`src/rtl/mul_operand_serializer.sv`:
```
// Parallel-to-serial operand feeder for the bit-serial multiplier: a small FIFO
// of operand pairs drained into LSB-first frames aligned to a free-running bit counter.
module mul_operand_serializer #(
  parameter int WIDTH = 4,
  parameter int DEPTH = 4
) (
  input  logic                     CLK,
  input  logic                     RST,
  input  logic                     IN_VALID,
  output logic                     IN_READY,
  input  logic [WIDTH-1:0]         IN_A,
  input  logic [WIDTH-1:0]         IN_B,
  output logic                     A,
  output logic                     B,
  output logic                     SYNC,
  output logic                     FRAME_VALID,
  output logic [$clog2(DEPTH):0]   COUNT
);

  localparam int IW = $clog2(WIDTH);
  localparam int PW = $clog2(DEPTH);
  localparam int CW = PW + 1;

  logic [IW-1:0]    bit_idx_r;
  logic [WIDTH-1:0] sh_a_r;
  logic [WIDTH-1:0] sh_b_r;
  logic             frame_valid_r;
  logic [WIDTH-1:0] mem_a_r [DEPTH];
  logic [WIDTH-1:0] mem_b_r [DEPTH];
  logic [PW-1:0]    wr_ptr_r;
  logic [PW-1:0]    rd_ptr_r;
  logic [CW-1:0]    count_r;

  logic             full_s;
  logic             load_s;
  logic             push_s;
  logic             pop_s;
  logic [CW-1:0]    count_nxt_s;
  logic [WIDTH-1:0] sh_a_nxt_s;
  logic [WIDTH-1:0] sh_b_nxt_s;
  logic             frame_valid_nxt_s;

  // Handshake, load decision and next-state of the shifters and occupancy.
  always_comb begin
    full_s            = (count_r >= CW'(DEPTH));
    load_s            = (bit_idx_r == IW'(WIDTH - 1));
    push_s            = IN_VALID && !full_s;
    pop_s             = load_s && (count_r != '0);
    count_nxt_s       = count_r;
    sh_a_nxt_s        = {1'b0, sh_a_r[WIDTH-1:1]};
    sh_b_nxt_s        = {1'b0, sh_b_r[WIDTH-1:1]};
    frame_valid_nxt_s = frame_valid_r;

    case ({push_s, pop_s})
      2'b10:   count_nxt_s = count_r + CW'(1);
      2'b01:   count_nxt_s = count_r - CW'(1);
      default: count_nxt_s = count_r;
    endcase

    // The head is read before any same-edge push lands, so there is no bypass.
    if (load_s) begin
      if (pop_s) begin
        sh_a_nxt_s        = mem_a_r[rd_ptr_r];
        sh_b_nxt_s        = mem_b_r[rd_ptr_r];
        frame_valid_nxt_s = 1'b1;
      end else begin
        sh_a_nxt_s        = '0;
        sh_b_nxt_s        = '0;
        frame_valid_nxt_s = 1'b0;
      end
    end else begin
      frame_valid_nxt_s = frame_valid_r;
    end
  end

  // Control and datapath registers with synchronous active-low reset.
  always_ff @(posedge CLK) begin
    if (!RST) begin
      bit_idx_r     <= '0;
      sh_a_r        <= '0;
      sh_b_r        <= '0;
      frame_valid_r <= 1'b0;
      wr_ptr_r      <= '0;
      rd_ptr_r      <= '0;
      count_r       <= '0;
    end else begin
      bit_idx_r     <= bit_idx_r + IW'(1);
      sh_a_r        <= sh_a_nxt_s;
      sh_b_r        <= sh_b_nxt_s;
      frame_valid_r <= frame_valid_nxt_s;
      count_r       <= count_nxt_s;
      if (push_s) wr_ptr_r <= wr_ptr_r + PW'(1);
      if (pop_s)  rd_ptr_r <= rd_ptr_r + PW'(1);
    end
  end

  // FIFO storage; contents are only meaningful between push and pop.
  always_ff @(posedge CLK) begin
    if (RST && push_s) begin
      mem_a_r[wr_ptr_r] <= IN_A;
      mem_b_r[wr_ptr_r] <= IN_B;
    end
  end

  assign IN_READY    = !full_s;
  assign A           = sh_a_r[0];
  assign B           = sh_b_r[0];
  assign SYNC        = (bit_idx_r == '0);
  assign FRAME_VALID = frame_valid_r;
  assign COUNT       = count_r;

endmodule
```
`config.mk`:
```
export PLATFORM = sky130hd
export DESIGN_NAME = mul_operand_serializer
export DESIGN_NICKNAME = d
export VERILOG_FILES = /design/src/rtl/mul_operand_serializer.sv
export SDC_FILE = /design/constraint.sdc
export NUM_CORES = 1
export LEC_CHECK = 0
export ABC_CLOCK_PERIOD_IN_PS = 2600
export CORE_ASPECT_RATIO = 1.2
export CORE_MARGIN = 4
export CORE_UTILIZATION = 41
export DETAILED_ROUTE_END_ITERATION = 10
export MAX_ROUTING_LAYER = met4
export PLACE_DENSITY = 0.65
export SLEW_MARGIN = 30
export SYNTH_ARGS = -nofsm -noshare
export SYNTH_HDL_FRONTEND = slang
export SYNTH_SLANG_ARGS = --single-unit
```
`constraint.sdc`:
```
create_clock -name CLK -period 2.6 [get_ports CLK]
set_clock_uncertainty 0.2 [all_clocks]
set_input_delay 0.26 -clock CLK [delete_from_list [all_inputs] [get_ports CLK]]
set_output_delay 0.26 -clock CLK [all_outputs]
set_load 0.1 [all_outputs]
```
# Word-level counts from Yosys, hierarchy flattened
# Memories as Yosys holds them, arrays and structs flattened. A register that Yosys moved wholly into a read port is not among the register bits.
# Cells that the tools add are included.
# word_totals
word_cells	40
register_bits	18
in_bits	11
ram_bits	32
rom_bits	0
latch_bits	0
mem_count	2
out_inout_bits	8
# classes
muxes	12
div_mod_pow	0
n_reduce_logical	8
n_bitwise	0
n_mul	0
n_lt_le_gt_ge	1
shift	0
n_eq_ne	3
addsub	5
# mem_list
memory	depth	word_bits	rd	rd_ports_with_merged_regs	wr	line	text
mem_a_r	4	4	1	1	1	28	logic [WIDTH-1:0] mem_a_r [DEPTH];
mem_b_r	4	4	1	1	1	29	logic [WIDTH-1:0] mem_b_r [DEPTH];
# op_table
operator	n
2-to-1 mux 3 bit	4
2-to-1 mux 2 bit	4
adder 2 x 1 -> 2 bit, second input constant	3
case mux 3 bit (2 select lines)	1
equality test 2 bit, second input constant	2
adder 3 x 1 -> 3 bit, second input constant	1
greater-or-equal comparator 3 bit, second input constant	1
logical AND 1 bit	3
2-to-1 mux 1 bit	3
AND reduction 3 bit	1
nonzero test 3 bit	1
subtractor 3 x 1 -> 3 bit, second input constant	1
equality test 2 x 1 -> 1 bit, second input constant	1
zero test 2 bit	1
nonzero test 2 bit	1
zero test 1 bit	1

# Depth between registers and ports, before layout
# depth
depth_word	6
mapped_depth	9
mapped_depth_nobuf	8

# Worst setup path before layout
# OpenSTA, ideal clock, no wires.
# synth_timing
path_kind	register -> register
start	register count_r[2], in the netlist COUNT[2]
end	register count_r[2], in the netlist COUNT[2]
setup_ns	0.070
period_less_slack_ns	2.762
path_buffers	1
setup_slack_ns	-0.162
path_stages_with_launch	10
arrival_ns	2.492
required_time_ns	2.330
path_cell_list	dfxtp_1 -> nor2b_1 -> clkbuf_1 -> inv_1 -> ha_1 -> inv_1 -> fa_1 -> xor2_1 -> or3_1 -> a21oi_1
# synth_between
elab_chain_len	5
word_cells_on_any_way	11
classes_between	2 x add/sub; 1 x order compare; 2 x eq/ne; 1 x mux; 5 x reduce/logical
# synth_lines
item	line	text
from (decl)	32	logic [CW-1:0] count_r;
from (signal assigned)	91	count_r <= count_nxt_s;
greater-or-equal comparator 3 bit	45	full_s = (count_r >= CW'(DEPTH));
zero test 1 bit	47	push_s = IN_VALID && !full_s;
logical AND 1 bit	47	
equality test 2 x 1 -> 1 bit / equality test 2 bit (equally long branches)	54	case ({push_s, pop_s})
case mux 3 bit (2 select lines) / nonzero test 2 bit (equally long branches)	n/a	
# Several ways; a longest one is shown, not always the timed one.
# A chain may end at the register's enable or synchronous reset.

# Worst setup path after layout
# layout_timing
start	register bit_idx_r[0]
end	register count_r[2], in the netlist COUNT[2]
# layout_between
elab_chain_len	4
word_cells_on_any_way	6
classes_between	3 x eq/ne; 1 x mux; 2 x reduce/logical
# layout_lines
item	line	text
from (decl)	24	logic [IW-1:0] bit_idx_r;
from (signal assigned)	87	bit_idx_r <= bit_idx_r + IW'(1);
equality test 2 bit (*)	46	load_s = (bit_idx_r == IW'(WIDTH - 1));
logical AND 1 bit (*)	48	pop_s = load_s && (count_r != '0);
net pop_s	37	logic pop_s;
equality test 2 x 1 -> 1 bit / equality test 2 bit (equally long branches)	54	
case mux 3 bit (2 select lines) / nonzero test 2 bit (equally long branches)	n/a	
# The timed path passes the listed nets; every way through them passes the cells marked *.

==> impl_metrics.tcl <==
set metrics [dict create \
    synth_edf_count 32 \
    routed_wl_mm 3.12 \
    post-route-period-util_pct 92.1 \
    cts_tree "yes" \
    final-setup-viol-count 0 \
    fillers 415 \
    timing.rr.start "bit_idx_r[0]" \
    grt_overflow 0 \
    syn_area_um2 1960 \
    final_common_cell "edfxtp_1" \
    critPathMaxFanout 5 \
    drtAntennaViolNets 0 \
    holdPathStages 1 \
    drive_above_1_share_pct 21.0 \
    place.detailed.hpwl_mm 2.14 \
    core_area_um2 4590 \
    vdd_ir_drop_max_mv 0.414 \
    p_per_area_nw_per_um2 728 \
    post_cts_buffers 0 \
    finalHoldViolations 0 \
    groute.usage.overall_pct 12.3 \
    antennaDiodeCount 0 \
    setup_slack_ns 0.204 \
    ys_ff_latch 52 \
    clkLatencyLatePin_ns 0.30 \
    hold_start "sh_b_r[2]" \
    p_total_w 0.00167 \
    period_minus_slack_ns 2.40 \
    yosys.area_share.simple_pct 5.23 \
    synth_fa_ha_area_share_pct 5.48 \
    rsz0062_at_grt "no" \
    grt_pass1_vias 1121 \
    gp_congestion 0.682 \
    arrival_ns 2.42 \
    avgRoutedWirePerCell_um 15.5 \
    reg2reg_slack_ns 0.20 \
    synth.net_count 139 \
    placed_cells 193 \
    cts_buffers 5 \
    relSlewSlack_pct 63.6 \
    yosysSeqAreaShare_pct 69.4 \
    tightest_slew_ns 0.543 \
    synthMuxAreaShare_pct 9.69 \
    reg2regPathDepth 8 \
    min_to "sh_b_r[1]" \
    drt-initial-drc-count 57 \
    async_flop_share_pct 0 \
    synth_xor_area_share_pct 2.23 \
    total_leakage_power_nw 0.847 \
    rows 27 \
    end_kind "register" \
    clk_pin_slew_ns 0.09 \
    holdBufCountCts 0 \
    post_cts_resized 0 \
    setup_tns_ns 0 \
    layout-area-overhead-vs-synth_pct 17.3 \
    die_h_um 83.8 \
    cts.sinks 52 \
    synth_top_family_by_area "multiplexers" \
    dp_slack_ns 0.216 \
    htree_levels 2 \
    start_util_pct 42.7 \
    reg2reg_to "COUNT[2]" \
    io_pins 19 \
    layout_common_cells "edfxtp_1 (32), dfxtp_1 (17), nor2_1 (10), clkdlybuf4s50_1 (10)" \
    vias 1024 \
    outcome "completed" \
    slew_violations 0 \
    hold_path.class "reg -> reg" \
    grt_first_pass_wirelength_mm 5.43 \
    antenna_found_initial 0 \
    synth-main-ff-cell "edfxtp_1" \
    viasPerCell 5.09 \
    synth.avg_cell_area_um2 16.3 \
    critical_path.startpoint_type "register" \
    synth.distinct_cells 25 \
    layoutNonFillerInstCount 201 \
    grt_max_degree 17 \
    crit_required_ns 2.62 \
    die_x_um 71.1 \
    clockRootBuffer "clkbuf_8" \
    dieArea_um2 5960 \
    maxCapViolations 0 \
    synth_cells 120 \
    synth_warnings 0 \
    max_freq_mhz 417 \
    remaining_drc_errors 0 \
    crit_type "reg -> reg" \
    firstDrtPassIters 3 \
    port_buffers 18 \
    cts_buffer_depth 2 \
    synth_compound_area_share_pct 4.72 \
    nets 161 \
]
-- report_power, final --
group / switching, W / internal [W] / total, W
combinational: 0.000119 / 0.0000610 / 0.000180
sequential: 0.0000190 / 0.000906 / 0.000925
clock: 0.000254 / 0.000315 / 0.000569
total: 0.000392 / 0.00128 / 0.00167
-- worst max-delay path, stage by stage, from the launching register on --
cell	delay, ns
dfxtp_1	0.36
ha_1	0.20
o31a_1	0.24
ha_1	0.23
inv_1	0.07
fa_1	0.38
xor2_1	0.17
or3_1	0.32
a21oi_1	0.16
-- cell type report --
cell class	count	area, um2	share of cell area [%]
well taps	58	72.6	3.15
inverters	10	37.5	1.63
clock inverters	2	38.8	1.69
multi-input cells	54	537	23.3
flip-flops and latches	52	1370	59.3
clock buffers	6	82.6	3.59
repair buffers	19	168	7.29
-- how the worst max path moves through the flow --
stage | from | end
detailed placement | IN_VALID | COUNT[2]
global placement | IN_VALID | COUNT[2]
CTS | bit_idx_r[0] | COUNT[2]
finish | bit_idx_r[0] | COUNT[2]
global route | bit_idx_r[0] | COUNT[2]
floorplan | COUNT[2] | COUNT[2]
-- per-layer routing --
layer | wire length, um | track usage [%] | up-vias
met3 | 132 | 3.98 | 6
met4 | 55 | 4.79 | 0
li1 | - | - | 482
met2 | 1680 | 20.0 | 16
met1 | 1250 | 14.0 | 520
met5 | 0 | - | -
-- kinds of logic after synthesis --
group | count (synthesis)
buf+inv | 14
xor+xnor | 5
simple gates | 20
flops | 52
compound gates | 12
fa+ha+maj | 8
mux | 9
-- flip-flops by register name, indices dropped and copies added (netlist names), named ones only --
name,count
bit_idx_r,2
sh_a_r,4
sh_b_r,4
mem_a_r,16
COUNT,3
mem_b_r,16
FRAME_VALID,1
wr_ptr_r,2
rd_ptr_r,2
-- synthesized netlist by cell type (2+ instances only) --
cell       n  area share (%)
a21oi_1    2            0.51
a22o_1     6             2.7
and3_1     6             1.9
clkbuf_1   2            0.38
dfxtp_1   20              20
edfxtp_1  32              49
ha_1       7             4.5
inv_1      9             1.7
mux4_2     8             9.2
nor2_1    10             1.9
xnor2_1    2            0.89
xor2_1     3             1.3
-- metrics by stage --
step	hold WS (ns)	cell area (um2)	utilization [%]
final	0.251	2300	50.1
after global routing	0.280	2300	50.1
after CTS	0.258	2300	50.1
after floorplan	0.159	1970	-
after global placement	0.230	2180	47.4
after detailed placement	0.233	2180	47.4
Power figures use the tool's default switching activity.
